==> src/rtl/apb_stream_pkg.sv <==
// Shared types and field positions for the APB stream initiator.
package apb_stream_pkg;

  typedef enum logic [2:0] {
    StIdle,
    StAddr,
    StWdata,
    StSetup,
    StAccess,
    StRdout,
    StDrain,
    StStatus
  } state_e;

  // Command header fields
  localparam int unsigned HdrWriteBit = 31;
  localparam int unsigned HdrCountLsb = 16;

  // Status word fields
  localparam int unsigned StsErrBit     = 31;
  localparam int unsigned StsFrameBit   = 30;
  localparam int unsigned StsTimeoutBit = 29;
  localparam int unsigned StsCountLsb   = 16;
  localparam int unsigned StsFirstLsb   = 0;

  localparam logic [3:0] PSTRB_ALL = 4'hf;

  function automatic logic [31:0] status_word(input logic       err,
                                              input logic       frm,
                                              input logic       tmo,
                                              input logic [7:0] cnt,
                                              input logic [7:0] first);
    logic [31:0] w;
    w = '0;
    w[StsErrBit]            = err;
    w[StsFrameBit]          = frm;
    w[StsTimeoutBit]        = tmo;
    w[StsCountLsb +: 8]     = cnt;
    w[StsFirstLsb +: 8]     = first;
    return w;
  endfunction

endpackage

==> src/rtl/apb_timeout_counter.sv <==
// Counts ACCESS-phase cycles; flags expiry on the last allowed cycle.
module apb_timeout_counter #(
  parameter int unsigned TIMEOUT_CYCLES = 1024
) (
  input  logic clk,
  input  logic rst,
  input  logic clear,
  input  logic enable,
  output logic expired
);

  localparam int unsigned CntW = $clog2(TIMEOUT_CYCLES) + 1;

  logic [CntW-1:0] cnt_q, cnt_d;

  assign expired = enable && (cnt_q == CntW'(TIMEOUT_CYCLES - 1));

  // Clear has priority; saturate once expired so the count never wraps.
  always_comb begin
    cnt_d = cnt_q;
    if (clear) begin
      cnt_d = '0;
    end else if (enable && !expired) begin
      cnt_d = cnt_q + CntW'(1);
    end
  end

  // Counter register
  always_ff @(posedge clk) begin
    if (rst) begin
      cnt_q <= '0;
    end else begin
      cnt_q <= cnt_d;
    end
  end

endmodule

==> src/rtl/apb_stream_initiator.sv <==
// Command-stream driven APB requester: header/address/data frames in,
// read data words plus one status word out.
module apb_stream_initiator
  import apb_stream_pkg::*;
#(
  parameter int unsigned ADDR_WIDTH     = 32,
  parameter int unsigned TIMEOUT_CYCLES = 1024,
  parameter logic [31:0] TIMEOUT_DATA   = 32'hdead_beef
) (
  input  logic                  clk,
  input  logic                  rst,
  input  logic                  rx_valid,
  output logic                  rx_ready,
  input  logic [31:0]           rx_data,
  input  logic                  rx_last,
  output logic                  tx_valid,
  input  logic                  tx_ready,
  output logic [31:0]           tx_data,
  output logic                  tx_last,
  output logic                  psel,
  output logic                  penable,
  output logic                  pwrite,
  output logic [ADDR_WIDTH-1:0] paddr,
  output logic [31:0]           pwdata,
  output logic [3:0]            pstrb,
  input  logic [31:0]           prdata,
  input  logic                  pready,
  input  logic                  pslverr
);

  state_e                state_q, state_d;
  logic                  write_q, write_d;
  logic [7:0]            n_q, n_d;           // N-1
  logic [7:0]            idx_q, idx_d;       // index of current transfer
  logic                  err_q, err_d;
  logic                  frm_q, frm_d;
  logic                  tmo_q, tmo_d;
  logic                  drain_q, drain_d;   // discard trailing beats before STATUS
  logic                  stop_q, stop_d;     // early rx_last: no further transfers
  logic [7:0]            first_err_q, first_err_d;
  logic [ADDR_WIDTH-1:0] paddr_q, paddr_d;
  logic [31:0]           pwdata_q, pwdata_d;
  logic                  psel_q, psel_d;
  logic                  penable_q, penable_d;
  logic                  pwrite_q, pwrite_d;
  logic [3:0]            pstrb_q, pstrb_d;
  logic                  rx_ready_q, rx_ready_d;
  logic                  tx_valid_q, tx_valid_d;
  logic                  tx_last_q, tx_last_d;
  logic [31:0]           tx_data_q, tx_data_d;

  logic rx_hs, last_xfer, expired, xfer_done, timed_out, xfer_err;

  assign rx_hs     = rx_valid && rx_ready_q;
  assign last_xfer = (idx_q == n_q);
  assign xfer_done = pready || expired;
  assign timed_out = expired && !pready;
  assign xfer_err  = (pready && pslverr) || timed_out;

  apb_timeout_counter #(
    .TIMEOUT_CYCLES(TIMEOUT_CYCLES)
  ) u_timeout (
    .clk    (clk),
    .rst    (rst),
    .clear  (state_q == StSetup),
    .enable (state_q == StAccess),
    .expired(expired)
  );

  // Next state, command bookkeeping and registered output values
  always_comb begin
    state_d     = state_q;
    write_d     = write_q;
    n_d         = n_q;
    idx_d       = idx_q;
    err_d       = err_q;
    frm_d       = frm_q;
    tmo_d       = tmo_q;
    drain_d     = drain_q;
    stop_d      = stop_q;
    first_err_d = first_err_q;
    paddr_d     = paddr_q;
    pwdata_d    = pwdata_q;
    tx_data_d   = tx_data_q;

    unique case (state_q)
      StIdle: begin
        if (rx_hs) begin
          write_d     = rx_data[HdrWriteBit];
          n_d         = rx_data[HdrCountLsb +: 8];
          idx_d       = '0;
          err_d       = 1'b0;
          frm_d       = 1'b0;
          tmo_d       = 1'b0;
          drain_d     = 1'b0;
          stop_d      = 1'b0;
          first_err_d = '0;
          if (rx_last) begin
            frm_d   = 1'b1;
            state_d = StStatus;
          end else begin
            state_d = StAddr;
          end
        end
      end
      StAddr: begin
        if (rx_hs) begin
          paddr_d = rx_data[ADDR_WIDTH-1:0];
          if (write_q) begin
            if (rx_last) begin
              frm_d   = 1'b1;
              state_d = StStatus;
            end else begin
              state_d = StWdata;
            end
          end else begin
            if (!rx_last) begin
              frm_d   = 1'b1;
              drain_d = 1'b1;
            end
            state_d = StSetup;
          end
        end
      end
      StWdata: begin
        if (rx_hs) begin
          pwdata_d = rx_data;
          // A frame that ends early still writes the word that carried rx_last.
          if (rx_last && !last_xfer) begin
            frm_d  = 1'b1;
            stop_d = 1'b1;
          end
          if (!rx_last && last_xfer) begin
            frm_d   = 1'b1;
            drain_d = 1'b1;
          end
          state_d = StSetup;
        end
      end
      StSetup: state_d = StAccess;
      StAccess: begin
        if (xfer_done) begin
          if (xfer_err) begin
            err_d = 1'b1;
            if (!err_q) first_err_d = idx_q;
          end
          if (timed_out) tmo_d = 1'b1;
          if (!write_q) begin
            tx_data_d = timed_out ? TIMEOUT_DATA : prdata;
            state_d   = StRdout;
          end else if (last_xfer || stop_q) begin
            state_d = drain_q ? StDrain : StStatus;
          end else begin
            idx_d   = idx_q + 8'd1;
            paddr_d = paddr_q + ADDR_WIDTH'(4);
            state_d = StWdata;
          end
        end
      end
      StRdout: begin
        if (tx_ready) begin
          if (last_xfer) begin
            state_d = drain_q ? StDrain : StStatus;
          end else begin
            idx_d   = idx_q + 8'd1;
            paddr_d = paddr_q + ADDR_WIDTH'(4);
            state_d = StSetup;
          end
        end
      end
      StDrain: begin
        if (rx_hs && rx_last) state_d = StStatus;
      end
      StStatus: begin
        if (tx_ready) state_d = StIdle;
      end
      default: state_d = StIdle;
    endcase

    if (state_d == StStatus) begin
      tx_data_d = status_word(err_d, frm_d, tmo_d, n_d, first_err_d);
    end

    rx_ready_d = (state_d == StIdle) || (state_d == StAddr) ||
                 (state_d == StWdata) || (state_d == StDrain);
    psel_d     = (state_d == StSetup) || (state_d == StAccess);
    penable_d  = (state_d == StAccess);
    pwrite_d   = psel_d && write_d;
    pstrb_d    = (psel_d && write_d) ? PSTRB_ALL : 4'h0;
    tx_valid_d = (state_d == StRdout) || (state_d == StStatus);
    tx_last_d  = (state_d == StStatus);
  end

  // State and output registers
  always_ff @(posedge clk) begin
    if (rst) begin
      state_q     <= StIdle;
      write_q     <= 1'b0;
      n_q         <= '0;
      idx_q       <= '0;
      err_q       <= 1'b0;
      frm_q       <= 1'b0;
      tmo_q       <= 1'b0;
      drain_q     <= 1'b0;
      stop_q      <= 1'b0;
      first_err_q <= '0;
      paddr_q     <= '0;
      pwdata_q    <= '0;
      psel_q      <= 1'b0;
      penable_q   <= 1'b0;
      pwrite_q    <= 1'b0;
      pstrb_q     <= '0;
      rx_ready_q  <= 1'b0;
      tx_valid_q  <= 1'b0;
      tx_last_q   <= 1'b0;
      tx_data_q   <= '0;
    end else begin
      state_q     <= state_d;
      write_q     <= write_d;
      n_q         <= n_d;
      idx_q       <= idx_d;
      err_q       <= err_d;
      frm_q       <= frm_d;
      tmo_q       <= tmo_d;
      drain_q     <= drain_d;
      stop_q      <= stop_d;
      first_err_q <= first_err_d;
      paddr_q     <= paddr_d;
      pwdata_q    <= pwdata_d;
      psel_q      <= psel_d;
      penable_q   <= penable_d;
      pwrite_q    <= pwrite_d;
      pstrb_q     <= pstrb_d;
      rx_ready_q  <= rx_ready_d;
      tx_valid_q  <= tx_valid_d;
      tx_last_q   <= tx_last_d;
      tx_data_q   <= tx_data_d;
    end
  end

  assign rx_ready = rx_ready_q;
  assign tx_valid = tx_valid_q;
  assign tx_last  = tx_last_q;
  assign tx_data  = tx_data_q;
  assign psel     = psel_q;
  assign penable  = penable_q;
  assign pwrite   = pwrite_q;
  assign paddr    = paddr_q;
  assign pwdata   = pwdata_q;
  assign pstrb    = pstrb_q;

endmodule

==> config.mk <==
export PLATFORM = sky130hd
export DESIGN_NAME = apb_stream_initiator
export DESIGN_NICKNAME = d
export VERILOG_FILES = /design/src/rtl/apb_stream_pkg.sv /design/src/rtl/apb_timeout_counter.sv /design/src/rtl/apb_stream_initiator.sv
export SDC_FILE = /design/constraint.sdc
export NUM_CORES = 1
export LEC_CHECK = 0
export BUFFER_PORTS_ARGS = -buffer_cell sky130_fd_sc_hd__buf_2
export CAP_MARGIN = 20
export CORE_ASPECT_RATIO = 1.75
export CORE_UTILIZATION = 25
export DETAILED_ROUTE_END_ITERATION = 10
export GPL_ROUTABILITY_DRIVEN = 0
export PLACE_DENSITY = 0.41
export SETUP_SLACK_MARGIN = 0.15
export SYNTH_ARGS = -nofsm -noshare
export SYNTH_HDL_FRONTEND = slang
export SYNTH_SLANG_ARGS = --single-unit
==> constraint.sdc <==
create_clock -name clk -period 3.5 [get_ports clk]
set_clock_uncertainty 0.2 [all_clocks]
set_input_delay 0.7 -clock clk [delete_from_list [all_inputs] [get_ports clk]]
set_output_delay 0.7 -clock clk [all_outputs]
set_load 0.02 [all_outputs]
==> summary.md, run 1 <==
| Metric | Value |
|---|---|
| Status | `finished clean` |
| Post-synth cell types | `69` |
| Hold Startpoint | `pwdata[2]` |
| # diodes | `0` |
| Fmax | `~0.33 GHz` |
| CP arrival | `between 3000 and 4000 ps` |
| Rows | `80` |
| Die Footprint | `roughly 29000 sq um` |
| HP Class | `flop to flop` |
| Core footprint | `approximately 27000 sq um` |
| Vias/cell | `roughly 4.8` |
| Post-Syn Area | `approximately 7000 sq um` |
| Post-DP HPWL | `between 15 and 20 mm` |
| Worst setup margin | `493 ps` |
| DRC | `0` |
| Syn-to-layout area delta | `28.1%` |
| Initial Util | `25.6%` |
| RSZ-0062 raised after global routing | `false` |
| CTS Buffer Depth | `2` |
| Ys Warns | `0` |
| H-tree levels | `4` |
| Number of fill cells in the layout | `between 3000 and 4000` |
| Vias | `between 6000 and 7000` |
| FFs w/ async S/R, synth | `0%` |
| Layout cells sized above 1 | `a little under a quarter` |
| Initial antenna violation count | `0` |
| Post-route cell area | `approximately 9000 sq um` |
| # setup viols final | `0` |
| Leak pwr | `3.64 nW` |
| DR WL/cell | `around 18 microns` |
| Req. time, crit path | `~3700 ps` |
| CP startpoint kind | `flop` |
| Tmin final | `3010 ps` |
| Worst-skew pair later-pin latency | `between 400 and 500 ps` |
| DRT antenna net count | `0` |
| Part of the Yosys area used for sequential elements | `approximately two fifths` |
| Cell area power density | `662 nW/um^2` |
| MaxCap Viol Count | `0` |
| TNS Setup | `0 ps` |
| WHS | `~250 ps` |
| Largest net degree at the start of global routing | `60` |
| Post-CTS sizing | `0` |
| Postcts setup bufs | `0` |
| Die X | `129 microns` |
| Prevailing post-synth register cell | `dfxtp_1` |
| CTS Sinks | `~150` |
| Relative max-transition margin | `between 30% and 40%` |
| Hold Fails Final Rpt | `0` |
| Synth Net Count | `974` |
| Setup CP Type | `flop to flop` |
| Total track usage | `between 10% and 20%` |
| CTS Buf Count | `17` |
| Nets@finish | `1132` |
| Total wire length | `25.4 mm` |
| Tcrit/Tclk final | `a little under nine tenths` |
| Final core utilization | `around 33%` |
| Maximum vdd drop | `~0.35 mV` |
| Reg-to-reg slack, setup | `~500 ps` |
| Port Buf Inserts | `~180` |
| Slew Viols, Final | `0` |
| Initial detailed-routing violation count | `360` |
| Vias in the first global route | `6776` |
| Pre-Repair DR Iteration Count | `5` |
| Post-DP Area | `roughly 8300 sq um` |
| First-pass GRT wire length | `between 30 and 40 mm` |
| Place WS | `381 ps` |
| Origin of the critical flop-to-flop path | `state_q[2]` |
| CP Capture Type | `flop` |
| CTS tree | `built` |
| CTS Hold Buffers Added | `0` |
| Number of synthesized flops with an enable pin | `0` |
| Synth Register Bits | `about 150` |
| CTS root buffer | `clkbuf_16` |
| Least-Margin Pin Slew | `898 ps` |
| Clock-pin slew on the worst setup and hold paths | `roughly 60 ps` |
| Worst-path maximum fanout | `22` |
| Gr ovfl total | `0` |
| Die height | `about 220 microns` |
| Critical Path Start | `state_q[2]` |
| Syn_area_per_cell | `7.79 sq um` |
| Ports | `177` |
| Syn Inst Count | `900` |
==> cells in the mapped netlist (all sizes together), types with 2 or more instances <==
cell type  number  area [sq um]
o22ai           6          37.5
o41ai           4          35.0
or3            10          67.6
mux2i          23           230
o211ai          7          57.6
or2             2          12.5
dfxtp         146          2920
a21oi         138           691
and2            8          50.1
or4             4          30.0
nor4            6          37.5
nand3b          2          15.0
o31ai           9          72.6
a221oi          4          58.8
inv            28           105
o32ai           2          17.5
o211a           2          20.0
xor2            7          61.3
nand2b         14          87.6
a21o            3          22.5
buf            19           115
o21ai          43           215
nand4          13          87.6
mux2            5          56.3
a211oi         13           103
nor3b           2          15.0
ha              3          37.5
nor2b           3          18.8
and3            9          56.3
a22oi           8          60.1
clkbuf         42           158
nor3           22           110
nand2         156           586
and4            5          43.8
a311oi          3          26.3
o21a            2          15.0
nor2           68           258
and3b           2          17.5
nand3          23           115
xnor2          12           105
a31oi           5          31.3
nand4b          3          26.3
==> cells by family (layout without fill, tap and decap cells) <==
group | Yosys count | after routing | share of synthesized area (%)
AND/OR/NAND/NOR | 353 | 353 | 23.4
XOR/XNOR | 19 | 19 | 2.37
buffers and inverters | 89 | 258 | 5.39
flip-flops | 146 | 146 | 41.7
multiplexers | 28 | 28 | 4.09
adder cells (fa/ha/maj) | 3 | 3 | 0.535
AO/OA/AOI/OAI | 262 | 262 | 22.5
==> layout make-up <==
| cell class | count | area [sq um] | area share, % |
|---|---|---|---|
| clock inverter | 10 | 230 | 2.56 |
| inverter | 28 | 105 | 1.17 |
| tap | 369 | 462 | 5.14 |
| multi-input combinational | 665 | 3720 | 41.4 |
| sequential | 146 | 2920 | 32.5 |
| clock buffer | 20 | 457 | 5.08 |
| timing repair buffer | 200 | 1090 | 12.1 |
==> critical path, stage by stage (launching register included) <==
cell and delay (ps):
dfxtp_1 550, or3b_1 550, nor2_2 160, a211oi_1 80, o22ai_1 410, o211a_1 520, buf_12 240, mux2i_1 200
==> layer usage <==
metal / wire (microns) / up-vias / track usage [%] / part of all wire [%]
li1: - / 3474 / - / -
met5: 0 / - / 0 / 0
met2: 13600 / 170 / 32.7 / 54
met4: 1090 / 0 / 10.7 / 4.3
met3: 865 / 53 / 3.42 / 3.4
met1: 9790 / 3268 / 19.2 / 39
==> layout by cell type (no fill, tap or decap), drive strengths merged, types with 4 or more instances in the layout <==
cell	instances
nor4	6
inv	28
xor2	7
clkbuf	20
nand4	13
and3	9
or3	10
o31ai	9
dfxtp	146
a31oi	5
a21oi	138
or4	4
o21ai	43
nand3	23
nor2	68
nand2	156
o41ai	4
and4	5
o22ai	6
o211ai	7
mux2	5
a22oi	8
and2	8
mux2i	23
buf	200
nor3	22
a221oi	4
xnor2	12
a211oi	13
nand2b	14
bufinv	7
==> flip-flops by register name (all words and copies together), names as in the netlist <==
name             cells
stop_q               1
state_q              3
rx_ready             1
first_err_q          8
pstrb                1
penable              1
tx_data             32
idx_q                8
tx_valid             1
tx_last              1
tmo_q                1
write_q              1
psel                 1
pwdata              32
u_timeout.cnt_q     11
paddr               32
n_q                  8
err_q                1
drain_q              1
frm_q                1
==> final timing paths <==
check           endpoint  cells past startpoint
min            pwdata[2]                      2
max reg2reg  tx_data[19]                      7
min reg2reg    pwdata[2]                      2
max          tx_data[19]                      7
==> report_power, final <==
group | switching, mW | total (mW) | internal (mW)
sequential | 0.185 | 2.02 | 1.84
combinational | 1.13 | 1.74 | 0.609
clock | 0.752 | 2.19 | 1.44
==> metrics by stage <==
stage	power, mW	cells
floorplan	3.18	900
global placement	3.82	1408
detailed placement	3.82	1408
CTS	6.04	1438
global route	6.29	1438
finish	5.95	1438
Note: power is estimated with default switching activity, not from simulation.
==> run 2: changes to the inputs <==
Settings changed: CELL_PAD_IN_SITES_DETAIL_PLACEMENT set to 1, CELL_PAD_IN_SITES_GLOBAL_PLACEMENT set to 1, PLACE_DENSITY 0.41 to 0.53.
==> run 2 against run 1 <==
- via count increased by 1.7%
- worst hold slack improved by 1.5 ps
- flip-flop and latch count stayed put
- non-clock buffer count down 1
- largest cell class unchanged
==> summary.md, run 2 (synthesis results as in run 1) <==
| Metric | Value |
|---|---|
| Switch share | `between 30% and 40%` |
| Post-DP HPWL | `~19 mm` |
| Port Buf Inserts | `176` |
| First-pass GRT wire length | `between 40 and 50 mm` |
| DRT antenna net count | `0` |
| Sw power | `2.10 mW` |
| Setup CP Type | `flop to flop` |
| Die X | `129 microns` |
| Fmax | `~0.32 GHz` |
| Initial detailed-routing violation count | `374` |
| CP max-delay cell | `or3b_1` |
| Clock share of power | `between 30% and 40%` |
| Met3 routed WL | `788 microns` |
| CTS Sinks | `approximately 150` |
| Met2 wire len | `14.5 mm` |
| Vias | `7080` |
| Pre-Repair DR Iteration Count | `4` |
| Comb pwr share | `30.8%` |
| CTS root buffer | `clkbuf_16` |
| Wire length on met1 | `10.3 mm` |
| Final core utilization | `about a third` |
| Req. time, crit path | `roughly 3700 ps` |
| DRC | `0` |
| Tcrit/Tclk final | `88.0%` |
| H-tree levels | `4` |
| # setup viols final | `0` |
| CP Cell Sequence | `or3b_1 > nor2_2 > a211oi_1 > o22ai_1 > o211a_1 > buf_12 > mux2i_1` |
| Postcts setup bufs | `0` |
| Number of fill cells in the layout | `3429` |
| Int Power | `3.55 mW` |
| Core footprint | `between 20000 and 30000 sq um` |
| CP arrival | `between 3000 and 4000 ps` |
| Total track usage | `between 10% and 20%` |
| CP Capture Type | `flop` |
| Total wire length | `roughly 26 mm` |
| Die height | `224 microns` |
| Vias in the first global route | `about 7400` |
| Post-CTS sizing | `0` |
| HP Class | `flop to flop` |
| Multi-input gate area | `around 3700 sq um` |
| Layout cells sized above 1 | `about 23%` |
| Worst-path maximum fanout | `22` |
| Tmin final | `3080 ps` |
| Die Footprint | `between 20000 and 30000 sq um` |
| WP buf/inv | `1` |
| Most frequent cells in the layout | `buf_2, nand2_1, dfxtp_1, a21oi_1, nor2_1` |
| Syn-to-layout area delta | `26.7%` |
| Vias/cell | `slightly below 5` |
| Worst-skew pair later-pin latency | `roughly 450 ps` |
| Initial antenna violation count | `0` |
| Status | `finished clean` |
| Ports | `approximately 180` |
| Nets@finish | `1131` |
| CTS Buf Count | `17` |
| CTS Buffer Depth | `2` |
| Gr ovfl total | `0` |
| CP startpoint kind | `flop` |
| Largest net degree at the start of global routing | `60` |
| Top layer in use | `met4` |
| RSZ-0062 raised after global routing | `false` |
| Least-Margin Pin Slew | `around 940 ps` |
| MaxCap Viol Count | `0` |
| CTS Hold Buffers Added | `0` |
| Pwr Total | `approximately 5.6 mW` |
| Leak pwr | `between 3 and 4 nW` |
| Rows | `80` |
| Maximum vdd drop | `roughly 0.39 mV` |
| Relative max-transition margin | `37.0%` |
| Initial Util | `25.6%` |
| Slew Viols, Final | `0` |
| Hold Fails Final Rpt | `0` |
| Most common cell after layout, fill and taps aside | `buf_2` |
| DR WL/cell | `approximately 18 microns` |
| CP top delay family | `compound AO/OA/AOI/OAI gates` |
| # diodes | `0` |
| Seq pwr share | `between 30% and 40%` |
| CTS tree | `built` |
| Cell area power density | `635 nW/um^2` |
| Critical Path Max Stage Delay | `590 ps` |
| Flip-flop and latch area | `2920 sq um` |
| Clock-pin slew on the worst setup and hold paths | `60 ps` |
| TNS Setup | `0 ps` |
-- run 2: path summary, 6_finish.rpt --
| kind | startpoint | endpoint | slack [ps] | depth (start not counted) |
|---|---|---|---|---|
| worst max-delay path | state_q[0] | tx_data[18] | 420 | 7 |
| worst min-delay path | pwdata[2] | pwdata[2] | 250 | 2 |
| worst max register to register | state_q[0] | tx_data[18] | 420 | 7 |
| worst min register to register | pwdata[2] | pwdata[2] | 250 | 2 |
-- run 2: worst min-delay path, cell delays in order, from the launching register on --
cell and delay [ps]:
dfxtp_1 310, nand2_1 50, a21oi_1 50
-- run 2: layout make-up --
cell class / count / area share (%)
clock buffer: 21 / 5.29
multi-input combinational: 665 / 41.8
sequential: 146 / 32.9
clock inverter: 11 / 1.44
tap: 369 / 5.19
inverter: 28 / 1.18
timing repair buffer: 199 / 12.2
-- run 2: routing by layer --
metal / vias to the layer above / GRT usage [%]
met3: 29 / 3.68
met2: 132 / 36.1
li1: 3471 / -
met5: - / 0
met1: 3448 / 20.5
met4: 0 / 7.29
-- run 2: per-stage QoR --
stage | cells | hold WS (ps) | cell area [sq um] | setup slack, ps
final | 1439 | 250 | 8890 | 419
after floorplan | 900 | 244 | 7010 | 887
after global placement | 1407 | 240 | 8290 | 490
after detailed placement | 1407 | 245 | 8290 | 391
after CTS | 1439 | 254 | 8890 | 397
after global routing | 1439 | 275 | 8890 | 160
-- run 2: power by group through the flow --
stage	clock [mW]	combinational, mW	sequential [mW]
after global routing	2.02	1.93	2.04
final	1.90	1.74	2.01
after floorplan	0	1.06	2.13
after CTS	1.95	1.77	2.02
after global placement	0	1.75	2.05
after detailed placement	0	1.77	2.05
==> run 3: changes to the inputs <==
Settings changed: CORE_UTILIZATION 25 to 39, PLACE_DENSITY 0.53 to 0.77, SYNTH_HIERARCHICAL set to 1.
==> run 3 against run 2 <==
- routed wire length fell by 10%
- sequential power grew 4%
- synthesized cell count decreased by 3.3%
- setup slack got worse by 58 ps
- worst hold slack improved by 3.0 ps
- synthesized area increased by 0.57%
- total power grew 16%
- cell area decreased by 1.4%
- combinational power up 49%
- clock-buffer cell count decreased by 3
- largest cell class unchanged
- highest routed layer unchanged
==> summary.md, run 3 <==
| Metric | Value |
|---|---|
| Post-synth top area share | `41.4%` |
| Placed cell count | `1235` |
| Status | `finished clean` |
| Prevailing post-synth register cell | `dfxtp_1` |
| Layout cells sized above 1 | `a little over a quarter` |
| Post-synth cell types | `72` |
| Hold Path Sink | `pwdata[8]` |
| Slew Viols, Final | `0` |
| Ys Warns | `6` |
| DRT antenna net count | `0` |
| Die height | `180 microns` |
| Post-route cell area | `8770 sq um` |
| Relative max-transition margin | `between 20 and 30%` |
| Initial Util | `between 40% and 50%` |
| Cell taking the most area after synthesis | `dfxtp_1` |
| Gr ovfl total | `0` |
| CP Capture Type | `flop` |
| Die Footprint | `around 19000 sq um` |
| Final core utilization | `between 40 and 50%` |
| R2R depth | `12` |
| Top cells by area, synth | `dfxtp_1, nand2_1, a21oi_1` |
| DR WL/cell | `between 15 and 20 microns` |
| H-tree levels | `4` |
| CP Cell Sequence | `or3b_1 > inv_1 > nand3_1 > nor3_4 > o211ai_1 > nor2_2 > buf_4 > a211o_1 > a21o_1 > nand2b_1 > buf_4 > mux2_4` |
| Clock-pin slew on the worst setup and hold paths | `roughly 70 ps` |
| Worst-skew pair later-pin latency | `420 ps` |
| Hold Fails Final Rpt | `0` |
| Origin of the critical flop-to-flop path | `state_q[1]` |
| CTS root buffer | `clkbuf_16` |
| CP startpoint kind | `flop` |
| TNS Setup | `0 ps` |
| CTS tree | `built` |
| CP max-delay cell | `or3b_1` |
| CP arrival | `3250 ps` |
| Largest net degree at the start of global routing | `around 110` |
| CP dominant cell by count | `buf_4` |
| Syn-to-layout area delta | `24.3%` |
| Total track usage | `25.6%` |
| Synth Net Count | `around 940` |
| Part of the Yosys area used for sequential elements | `between 40 and 50%` |
| Number of fill cells in the layout | `2198` |
| Port Buf Inserts | `176` |
| CTS Buf Count | `17` |
| Post-Syn Area | `~7100 sq um` |
| Core footprint | `approximately 18000 sq um` |
| Reg-to-reg slack, setup | `360 ps` |
| Leak pwr | `between 3 and 4 nW` |
| MaxCap Viol Count | `0` |
| # setup viols final | `0` |
| Most common cell after layout, fill and taps aside | `buf_2` |
| Maximum vdd drop | `around 0.33 mV` |
| Top-count cell post-synth | `dfxtp_1` |
| Req. time, crit path | `3610 ps` |
| Total wire length | `between 20 and 25 mm` |
| Post-synth top cells | `dfxtp_1, nand2_1, a21oi_1, nor2_1, clkbuf_1` |
| Syn_area_per_cell | `roughly 8.1 sq um` |
| First-pass GRT wire length | `between 30 and 40 mm` |
| HP Class | `flop to flop` |
| RSZ-0062 raised after global routing | `false` |
| Hold depth | `2` |
| Flip-flop and latch area | `2920 sq um` |
| DRC | `0` |
| Finished Layout Cells | `around 1300` |
| Hold Startpoint | `pwdata[8]` |
| Fmax | `0.319 GHz` |
| Tcrit/Tclk final | `around 90%` |
| Pre-Repair DR Iteration Count | `4` |
| Nets@finish | `between 1000 and 1500` |
| CP top delay family | `simple AND/OR/NAND/NOR gates` |
| CTS Buffer Depth | `2` |
| Most frequent cells in the layout | `buf_2, dfxtp_1, nand2_1, a21oi_1, nor2_1` |
| # diodes | `0` |
| Setup CP Type | `flop to flop` |
| Vias in the first global route | `about 7400` |
| CTS Sinks | `146` |
| Number of synthesized flops with an enable pin | `0` |
| Tmin final | `between 3000 and 4000 ps` |
| Initial detailed-routing violation count | `265` |
| Multi-input gate area | `approximately 3800 sq um` |
| Least-Margin Pin Slew | `1050 ps` |
| Worst-path maximum fanout | `10` |
| WP buf/inv | `3` |
| Critical Path Max Stage Delay | `460 ps` |
| Syn Inst Count | `870` |
| CTS Hold Buffers Added | `0` |
| Worst r2r dst | `tx_data[22]` |
| Synth Register Bits | `146` |
| Initial antenna violation count | `0` |
| Post-DP HPWL | `16.9 mm` |
| Die X | `around 100 microns` |
| FFs w/ async S/R, synth | `0%` |
| Post-DP Area | `approximately 8000 sq um` |
| Vias/cell | `between 5 and 6` |
| WHS | `253 ps` |
| Cell area power density | `~740 nW/um^2` |
| Ports | `roughly 180` |
| Vias | `between 7000 and 8000` |
| Rows | `64` |
==> run 3: cell count changes in the layout (fill, tap and decap cells not counted), sizes merged, moves of 8 or more <==
cell,before,now
a31oi,5,16
nand2,156,130
mux2i,23,2
and3,9,23
a21oi,138,85
nor2,68,81
nor3,22,35
xor2,7,17
a22o,1,9
inv,30,16
xnor2,12,1
==> run 3: worst max-delay path by stage <==
stage               start     endpoint  slack [ps]  depth (start not counted)
6_report       state_q[1]  tx_data[22]         360                         12
2_1_floorplan  state_q[0]  tx_data[17]         220                         12
3_5_place_dp   state_q[1]  tx_data[26]          60                         10
4_1_cts        state_q[1]  tx_data[22]         290                         11
3_3_place_gp   state_q[1]  tx_data[26]         190                         10
5_1_grt        state_q[1]     paddr[3]         150                         12
==> run 3: kinds of logic (layout without fill, tap and decap cells) <==
kind of cell             after synthesis  in the layout  synth area share, %
adder cells (fa/ha/maj)                3              3                0.532
flip-flops                           146            146                 41.4
multiplexers                           7              7                 1.35
AND/OR/NAND/NOR                      372            372                 26.3
buffers and inverters                 76            244                 4.60
XOR/XNOR                              18             18                 2.24
AO/OA/AOI/OAI                        248            248                 23.5
==> run 3: power by group <==
group / leakage, nW / switching, mW / internal [mW]
clock: 0.283 / 0.814 / 1.02
sequential: 1.18 / 0.204 / 1.89
combinational: 2.32 / 1.71 / 0.875
total: 3.79 / 2.73 / 3.79
==> run 3: cell type report <==
type | count | share of cell area (%)
clock inverter | 14 | 1.63
inverter | 8 | 0.343
tap | 231 | 3.30
sequential | 146 | 33.3
multi-input combinational | 648 | 43.8
timing repair buffer | 204 | 12.6
clock buffer | 18 | 5.01
==> run 3: what timing repair did <==
item	4_1_cts	5_1_grt
gates cloned	0	0
buffers inserted	0	2
pin swaps	0	2
resized for setup	2	2
setup endpoints to repair	19	15
==> run 3: worst min-delay path, stage by stage (launching register included) <==
cell and delay [ps]:
dfxtp_1 310, nand2_1 50, a21oi_1 50
==> run 3: routing by layer <==
layer,track usage (%),vias to the layer above,share of wire (%)
li1,-,3468,-
met1,26.9,3543,38
met2,50.4,196,57
met3,3.77,31,3.7
met4,8.87,0,1.8
met5,0,-,0
==> run 3: stage by stage <==
stage / total power [mW] / setup WS [ps]
final: 6.52 / 361
after global routing: 6.91 / 152
after CTS: 6.57 / 294
after detailed placement: 4.71 / 57.9
after global placement: 4.67 / 195
after floorplan: 3.87 / 220
